<file path="src/rtl/la_trig_seq.sv">
// la_trig_seq: multi-stage trigger sequencer for the logic analyser.
//
// Sits between the input sampler and the capture controller. Up to STAGES
// conditions are evaluated strictly in order. Each condition combines a masked
// level match with an optional edge on one selectable channel. A stage is
// complete after match_cnt (minimum 1) matching cycles, which need not be
// consecutive. When the last stage completes, trig_out pulses for one cycle.
//
// Optional feature (macro LA_TRIG_DELAY_EN):
//   Adds the trig_delay port. Completion of the last stage then waits
//   trig_delay cycles in the DELAY state before trig_out fires.
//   trig_delay = 0 gives the same timing as the build without the macro.
//
// Ports:
//   clk         in   sample clock, rising edge
//   rst         in   synchronous reset, active-high
//   din         in   sampled channel data (DW bits)
//   arm         in   pulse: start or restart the sequence at stage 0
//   abort       in   pulse: return to idle
//   cfg_last    in   index of the final stage used
//   level_sel   in   per-stage required level, stage k at [k*DW +: DW]
//   level_mask  in   per-stage level mask, 1 = don't care
//   edge_sel    in   per-stage edge channel index, out of range selects ch0
//   edge_mode   in   per-stage edge mode: 00 none, 01 rise, 10 fall, 11 either
//   match_cnt   in   per-stage required match count, 0 treated as 1
//   trig_delay  in   (LA_TRIG_DELAY_EN only) post-completion delay in cycles
//   armed       out  high while waiting for the trigger conditions
//   stage       out  current stage index
//   trig_out    out  one-cycle trigger pulse
//   triggered   out  high from the trig_out cycle until re-arm/abort/reset
module la_trig_seq #(
    parameter int DW     = 8,
    parameter int SELW   = 3,
    parameter int STAGES = 4,
    parameter int SIDX_W = 2,
    parameter int CW     = 16
) (
    input  logic                   clk,
    input  logic                   rst,
    input  logic [DW-1:0]          din,
    input  logic                   arm,
    input  logic                   abort,
    input  logic [SIDX_W-1:0]      cfg_last,
    input  logic [DW*STAGES-1:0]   level_sel,
    input  logic [DW*STAGES-1:0]   level_mask,
    input  logic [SELW*STAGES-1:0] edge_sel,
    input  logic [2*STAGES-1:0]    edge_mode,
    input  logic [CW*STAGES-1:0]   match_cnt,
`ifdef LA_TRIG_DELAY_EN
    input  logic [CW-1:0]          trig_delay,
`endif
    output logic                   armed,
    output logic [SIDX_W-1:0]      stage,
    output logic                   trig_out,
    output logic                   triggered
);

    typedef enum logic [1:0] {
        IDLE  = 2'd0,
        RUN   = 2'd1,
`ifdef LA_TRIG_DELAY_EN
        DELAY = 2'd2,
`endif
        TRIG  = 2'd3
    } state_t;

    localparam logic [SIDX_W-1:0] LAST_IDX = SIDX_W'(STAGES - 1);

    state_t              state;
    logic [DW-1:0]       din_last;
    logic [CW-1:0]       cnt;

    logic [DW-1:0]       cur_level;
    logic [DW-1:0]       cur_mask;
    logic [SELW-1:0]     cur_esel;
    logic [1:0]          cur_mode;
    logic [CW-1:0]       cur_need_raw;
    logic [CW-1:0]       need;
    logic                d_bit;
    logic                p_bit;
    logic                level_ok;
    logic                edge_ok;
    logic                match_cur;
    logic [CW:0]         cnt_plus1;
    logic                stage_done;
    logic [CW-1:0]       cnt_sat;
    logic [SIDX_W-1:0]   eff_last;

    // Pick the configuration slice of the stage currently being evaluated.
    always_comb begin
        cur_level    = '0;
        cur_mask     = '0;
        cur_esel     = '0;
        cur_mode     = '0;
        cur_need_raw = '0;
        for (int k = 0; k < STAGES; k++) begin
            if (stage == SIDX_W'(k)) begin
                cur_level    = level_sel[k*DW +: DW];
                cur_mask     = level_mask[k*DW +: DW];
                cur_esel     = edge_sel[k*SELW +: SELW];
                cur_mode     = edge_mode[k*2 +: 2];
                cur_need_raw = match_cnt[k*CW +: CW];
            end
        end
    end

    // Edge channel lookup; an index past the last channel falls back to ch0
    // because the defaults are never overridden in that case.
    always_comb begin
        d_bit = din[0];
        p_bit = din_last[0];
        for (int i = 0; i < DW; i++) begin
            if (int'(cur_esel) == i) begin
                d_bit = din[i];
                p_bit = din_last[i];
            end
        end
    end

    // Condition of the current stage and its completion test.
    always_comb begin
        level_ok = &(~(din ^ cur_level) | cur_mask);
        case (cur_mode)
            2'b01:   edge_ok = ~p_bit & d_bit;
            2'b10:   edge_ok = p_bit & ~d_bit;
            2'b11:   edge_ok = p_bit ^ d_bit;
            default: edge_ok = 1'b1;
        endcase
        match_cur  = level_ok & edge_ok;
        need       = (cur_need_raw == '0) ? CW'(1) : cur_need_raw;
        cnt_plus1  = {1'b0, cnt} + (CW+1)'(1);
        stage_done = match_cur & (cnt_plus1 >= {1'b0, need});
        cnt_sat    = (cnt == '1) ? cnt : cnt + CW'(1);
        eff_last   = (cfg_last > LAST_IDX) ? LAST_IDX : cfg_last;
    end

    // Sequencer. abort beats arm, and arm beats any match in the same cycle.
    // trig_out defaults low so it can only ever be a single-cycle pulse.
    always_ff @(posedge clk) begin
        if (rst) begin
            state     <= IDLE;
            din_last  <= '0;
            cnt       <= '0;
            stage     <= '0;
            armed     <= 1'b0;
            trig_out  <= 1'b0;
            triggered <= 1'b0;
        end else begin
            din_last <= din;
            trig_out <= 1'b0;
            if (abort) begin
                state     <= IDLE;
                cnt       <= '0;
                stage     <= '0;
                armed     <= 1'b0;
                triggered <= 1'b0;
            end else if (arm) begin
                state     <= RUN;
                cnt       <= '0;
                stage     <= '0;
                armed     <= 1'b1;
                triggered <= 1'b0;
            end else begin
                case (state)
                    RUN: begin
                        if (stage_done) begin
                            if (stage < eff_last) begin
                                stage <= stage + SIDX_W'(1);
                                cnt   <= '0;
`ifdef LA_TRIG_DELAY_EN
                            end else if (trig_delay != '0) begin
                                state <= DELAY;
                                armed <= 1'b0;
                                cnt   <= '0;
`endif
                            end else begin
                                state     <= TRIG;
                                armed     <= 1'b0;
                                trig_out  <= 1'b1;
                                triggered <= 1'b1;
                            end
                        end else if (match_cur) begin
                            cnt <= cnt_sat;
                        end
                    end
`ifdef LA_TRIG_DELAY_EN
                    // The completion cycle already used up one cycle of the
                    // delay, so fire when the next count reaches trig_delay.
                    DELAY: begin
                        if (cnt_plus1 >= {1'b0, trig_delay}) begin
                            state     <= TRIG;
                            trig_out  <= 1'b1;
                            triggered <= 1'b1;
                        end else begin
                            cnt <= cnt_sat;
                        end
                    end
`endif
                    default: begin
                    end
                endcase
            end
        end
    end

endmodule

</file>
<file path="config.mk">
export PLATFORM = sky130hd
export DESIGN_NAME = la_trig_seq
export DESIGN_NICKNAME = d
export VERILOG_FILES = /design/src/rtl/la_trig_seq.sv
export SDC_FILE = /design/constraint.sdc
export NUM_CORES = 1
export LEC_CHECK = 0
export CORE_MARGIN = 10
export CORE_UTILIZATION = 45
export DETAILED_ROUTE_END_ITERATION = 10
export PLACE_DENSITY_LB_ADDON = 0.3
export RECOVER_POWER = 50
export SYNTH_ARGS = -nofsm -noshare
export SYNTH_HDL_FRONTEND = slang
export SYNTH_SLANG_ARGS = --single-unit
</file>
<file path="constraint.sdc">
create_clock -name clk -period 9.4 [get_ports clk]
set_input_delay 2.35 -clock clk [delete_from_list [all_inputs] [get_ports clk]]
set_output_delay 2.35 -clock clk [all_outputs]
set_load 0.01 [all_outputs]
</file>
## Word level (Yosys, flattened, before mapping)

Index checks and enable logic that the tools add are counted.

| storage, ports and cells | value |
|---|---|
| register bits after elaboration | 30 |
| logic and storage cells | 107 |

| operators by class | value |
|---|---|
| $add $sub $neg | 3 |
| magnitude comparators | 3 |
| eq/ne operators | 18 |
| multiplexer cells | 50 |
| bitwise operators | 13 |
| reduce and logical (&&, ||, !) cells | 13 |

Operators with widths:

| kind | count |
|---|---|
| 16-bit two-way mux | 9 |
| 8-bit two-way mux | 8 |
| 1-bit two-way mux | 23 |
| 16-bit by 1-bit adder with 17-bit output, second input constant | 1 |
| 17-bit by 16-bit >= comparator with 1-bit output | 1 |
| 16-bit by 1-bit adder with 16-bit output, second input constant | 1 |
| 16-bit == test, second input constant | 1 |
| 16-bit logical NOT | 1 |
| 3-bit == test, second input constant | 4 |
| 3-bit two-way mux | 4 |
| 2-bit two-way mux | 5 |
| 3-bit AND reduction | 3 |
| 2-bit == test, second input constant | 4 |
| 8-bit NOT | 1 |
| 8-bit bitwise OR | 1 |
| 8-bit AND reduction | 1 |
| 8-bit XOR | 1 |
| 2-bit by 1-bit == test with 1-bit output, second input constant | 3 |
| 3-bit by 2-bit == test with 1-bit output, second input constant | 2 |
| 2-bit nonzero test | 3 |
| 1-bit NOT | 5 |
| 5-bit OR reduction | 1 |
| 1-bit bitwise AND | 4 |
| 2-bit inequality test, second input constant | 2 |
| other kinds (11) | 11 |

## Logic depth before layout (Yosys ltp)

| logic depth | value |
|---|---|
| depth in word-level cells | 21 |
| gate-level depth with buffers | 22 |
| depth with buffers taken out | 17 |

## Least setup slack after synthesis

No wires, ideal clock.

| timing | value |
|---|---|
| path type | input -> register |
| start point | in edge_sel[3] |
| end point | reg cnt[1] |
| library setup time | 70 ps |
| arrival time | 5552 ps |
| required time | 9330 ps |
| path slack | 3778 ps |
| stages | 14 |
| path buffers | 1 |
| cells stage by stage | a221oi_1 -> o31a_1 -> clkbuf_1 -> o21ai_0 -> a221o_1 -> a221o_1 -> o41ai_1 -> ha_1 -> inv_1 -> mux2i_1 -> mux2_4 -> a2111o_1 -> or4b_1 -> a21oi_1 |

| between the ends | value |
|---|---|
| cells in the longest elaborated chain, start to end | 18 |

RTL lines:

| element | line | source |
|---|---|---|
| start: declaration | 46 | `input logic [SELW*STAGES-1:0] edge_sel,` |
| 3-bit two-way mux (*) (3 in series) | 97 | `if (stage == SIDX_W'(k)) begin` |
| 3-bit by 2-bit == test with 1-bit output | 113 | `if (int'(cur_esel) == i) begin` |
| 1-bit two-way mux (7 in series) | 113 |  |
| 1-bit NOT (on tied branches) | 125, 124 |  |
| 1-bit bitwise AND (on tied branches) | 125, 124 |  |
| 1-bit one-hot mux with 3 select lines (*) | 123 | `case (cur_mode)` |
| 1-bit bitwise AND (*) | 129 | `match_cur = level_ok & edge_ok;` |
| 1-bit bitwise AND | 132 | `stage_done = match_cur & (cnt_plus1 >= {1'b0, need});` |
| 2-bit by 1-bit inequality test with 1-bit output (no line), or another cell as far along | - |  |
| 4-bit AND reduction (no line) | - |  |
| end signal: assignment | 183 | `cnt <= cnt_sat;` |
| end: declaration | 71 | `logic [CW-1:0] cnt;` |

Every way passes the cells marked *; elsewhere a longest branch is shown, timed or not.
A chain may end at the register's enable or synchronous reset.

## Final worst setup path

Same ends and word-level chain as after synthesis.

==> flow_metrics.env <==
export IMPL_status="finished, final reports clean"
export IMPL_num_vias=4091
export IMPL_cts_setup_buffers=0
export IMPL_cp_required_ns=9.61
export IMPL_clk_latency_ns=0.28
export IMPL_fin_crit_sh_pct=67.73
export IMPL_drv_slew=0
export IMPL_antenna_found_initial=0
export IMPL_setup_slack_ns=3.033
export IMPL_dieArea_um2=11360
export IMPL_synth_compound_area_share_pct=29.82
export IMPL_final_cell_area_um2=5127
export IMPL_grt_pass1_vias=4180
export IMPL_synthTopCellsByCount="nor2_1 (36), nand2_1 (34), dfxtp_1 (30)"
export IMPL_cts_hold_buf=0
export IMPL_ant_nets=0
export IMPL_firstDrtPassIters=5
export IMPL_syn_to_final_growth_pct=52.00
export IMPL_end_kind="register"
export IMPL_synthXorXnorAreaFrac_pct=7.789
export IMPL_syn_area_per_cell_um2=7.597
export IMPL_arrival_ns=6.57
export IMPL_setup_viol=0
export IMPL_synth_most_common_cell="nor2_1"
export IMPL_drt_iter0_markers=219
export IMPL_routedWlPerCell_um=19.30
export IMPL_start_util_pct=46.51
export IMPL_synthesis_nets=630
export IMPL_cp_cell_sequence="dlygate4sd3_1, a221oi_1, o31a_1, o21ai_0, a221o_1, a221o_1, o41ai_1, ha_1, inv_1, mux2i_1, mux2_4, a2111o_1, or4b_1, a21oi_1"
export IMPL_hold_violations=0
export IMPL_synth_mux_area_share_pct=2.967
export IMPL_routed_wl_um=13320
export IMPL_num_antenna_cells=0
export IMPL_cp_max_fo=15
export IMPL_min_path_type="reg2reg"
export IMPL_drc=0
export IMPL_port_buffers=166
export IMPL_gp_congestion=0.9165
export IMPL_synth_adder_area_share_pct=8.902
export IMPL_async_flop_share_pct=0
export IMPL_drive_above_1_share_pct=3.046
export IMPL_grt_pass1_wl_um=21060
export IMPL_syn_area_um2=3373
export IMPL_cts_buffer_depth=2
export IMPL_yosys_area_share_simple_pct=27.30
export IMPL_finalPower_w=0.0003574
export IMPL_cp_num_buf_inv=2
export IMPL_path_class="in2reg"
export IMPL_die_w_um=106.6
export IMPL_synthCells=444
export IMPL_rsz0062_at_grt="false"
export IMPL_rows=31
export IMPL_max_freq_ghz=0.1571
export IMPL_leakage_nw=1.929
export IMPL_clockRootBuffer="clkbuf_8"
export IMPL_core_area_um2=7253
export IMPL_synth_top_area_cell="dfxtp_1"
export IMPL_ys_flop_type="dfxtp_1"
export IMPL_cts_tree="yes"
export IMPL_ys_ff_latch=30
export IMPL_synth_top_family_by_area="compound AO/OA/AOI/OAI gates"
export IMPL_tightest_slew_ns=0.9055
export IMPL_die_height_um=106.6
export IMPL_startpoint_type="input pin"
export IMPL_synth_edff_count=0
export IMPL_cts_sinks=30
export IMPL_critPathTopFamily="compound AO/OA/AOI/OAI gates"
export IMPL_dpl_hpwl_um=11060
export IMPL_grt_max_degree=48
export IMPL_avgViaCountPerCell=5.929
export IMPL_cts_resized=0
export IMPL_crit_path_frequent_cell="a221o_1"
export IMPL_period_needed_ns=6.367
export IMPL_io_pin_count=167
export IMPL_setup_tns_ns=0
export IMPL_yosysSeqAreaShare_pct=17.80
export IMPL_htree_levels=2
export IMPL_power_density_nw_per_um2=69.70
export IMPL_nets=777
export IMPL_clkTransAtPathRegs_ns=0.06
export IMPL_synth_distinct_cells=67
export IMPL_critPathSlowestCell="a2111o_1"
export IMPL_clock_skew_ns=0.004811
export IMPL_numCtsBuffers=5
export IMPL_fin_util_pct=70.69
export IMPL_cap_violations=0
export IMPL_synth_top_area_share_pct=17.80
export IMPL_track_usage_pct=22.40
export IMPL_synth_area_leaders="dfxtp_1 (18%), ha_1 (8.9%), xnor2_1 (7.0%), a221oi_1 (5.5%), o211ai_1 (4.2%)"
export IMPL_overflow=0
export IMPL_peakVddDrop_mv=0.07945
export IMPL_relSlewSlack_pct=39.13
export IMPL_cpPeakStageDelay_ns=0.54
export IMPL_post_dp_cell_area_um2=5051
export IMPL_yosys_warnings=0
export IMPL_place_ws_ns=2.960
## where the power goes
group / switching, W / internal, W / leakage [nW] / total, W
clock network: 0.0000453 / 0.0000509 / 0.0383 / 0.0000961
registers: 0.000000930 / 0.000129 / 0.244 / 0.000130
logic: 0.0000456 / 0.0000853 / 1.65 / 0.000131
## logic make-up after synthesis
family / after synthesis
multiplexers: 7
AND/OR/NAND/NOR: 174
buffers and inverters: 41
XOR/XNOR: 30
AO/OA/AOI/OAI: 138
adder cells (fa/ha/maj): 24
flip-flops: 30
## cells in the final DEF (no fill, tap or decap), drive strengths merged, types with 7 or more instances in the layout
cell,count
a21oi,28
a221oi,21
clkbuf,7
clkdlybuf4s50,158
dfxtp,30
dlygate4sd3,8
ha,24
inv,10
nand2,34
nand3,20
nand3b,7
nand4,9
nor2,36
nor2b,13
nor3,22
o211ai,19
o21ai,15
o22ai,7
xnor2,27
## flip-flops by register name, summed over array words and instances, names as in the netlist
register,flops
state,2
trig_out,1
stage,2
armed,1
din_last,8
cnt,16
## worst register-to-register path, delay by kind of cell (launching register included)
family | cells | cell delay, ns
compound gates | 8 | 2.28
fa+ha+maj | 2 | 0.46
buf+inv | 3 | 0.40
flops | 1 | 0.42
mux | 2 | 0.39
simple gates | 2 | 1.13
## final timing paths
kind / startpoint / end / slack [ns] / cells after the start
worst min-delay path: cnt[1] / cnt[1] / 0.50 / 2
worst max register to register: stage[1] / cnt[1] / 4.26 / 17
worst min register to register: cnt[1] / cnt[1] / 0.50 / 2
worst max-delay path: edge_sel[3] / cnt[1] / 3.03 / 14
## stage by stage
stage,hold WS (ns),instances
2_1_floorplan,0.4667,444
3_3_place_gp,0.4808,683
3_5_place_dp,0.4894,683
4_1_cts,0.4970,690
5_1_grt,0.5298,690
6_report,0.5007,690
## final cells by class
type	count	area, um^2
Tap cell	99	123.9
Clock buffer	7	76.32
Fill cell	596	2126
Sequential cell	30	600.6
Inverter	10	37.54
Timing Repair Buffer	171	1699
Multi-Input combinational cell	373	2590
## layer usage
metal	up-vias	GRT usage (%)	part of all wire (%)	routed length (um)
met4	0	6.190	2.5	333
met2	185	42.45	52	6961
met1	1882	22.64	37	4904
met3	28	7.665	8.4	1120
li1	1996	-	-	-
met5	-	0	0	0
(Power assumes the default switching activity.)
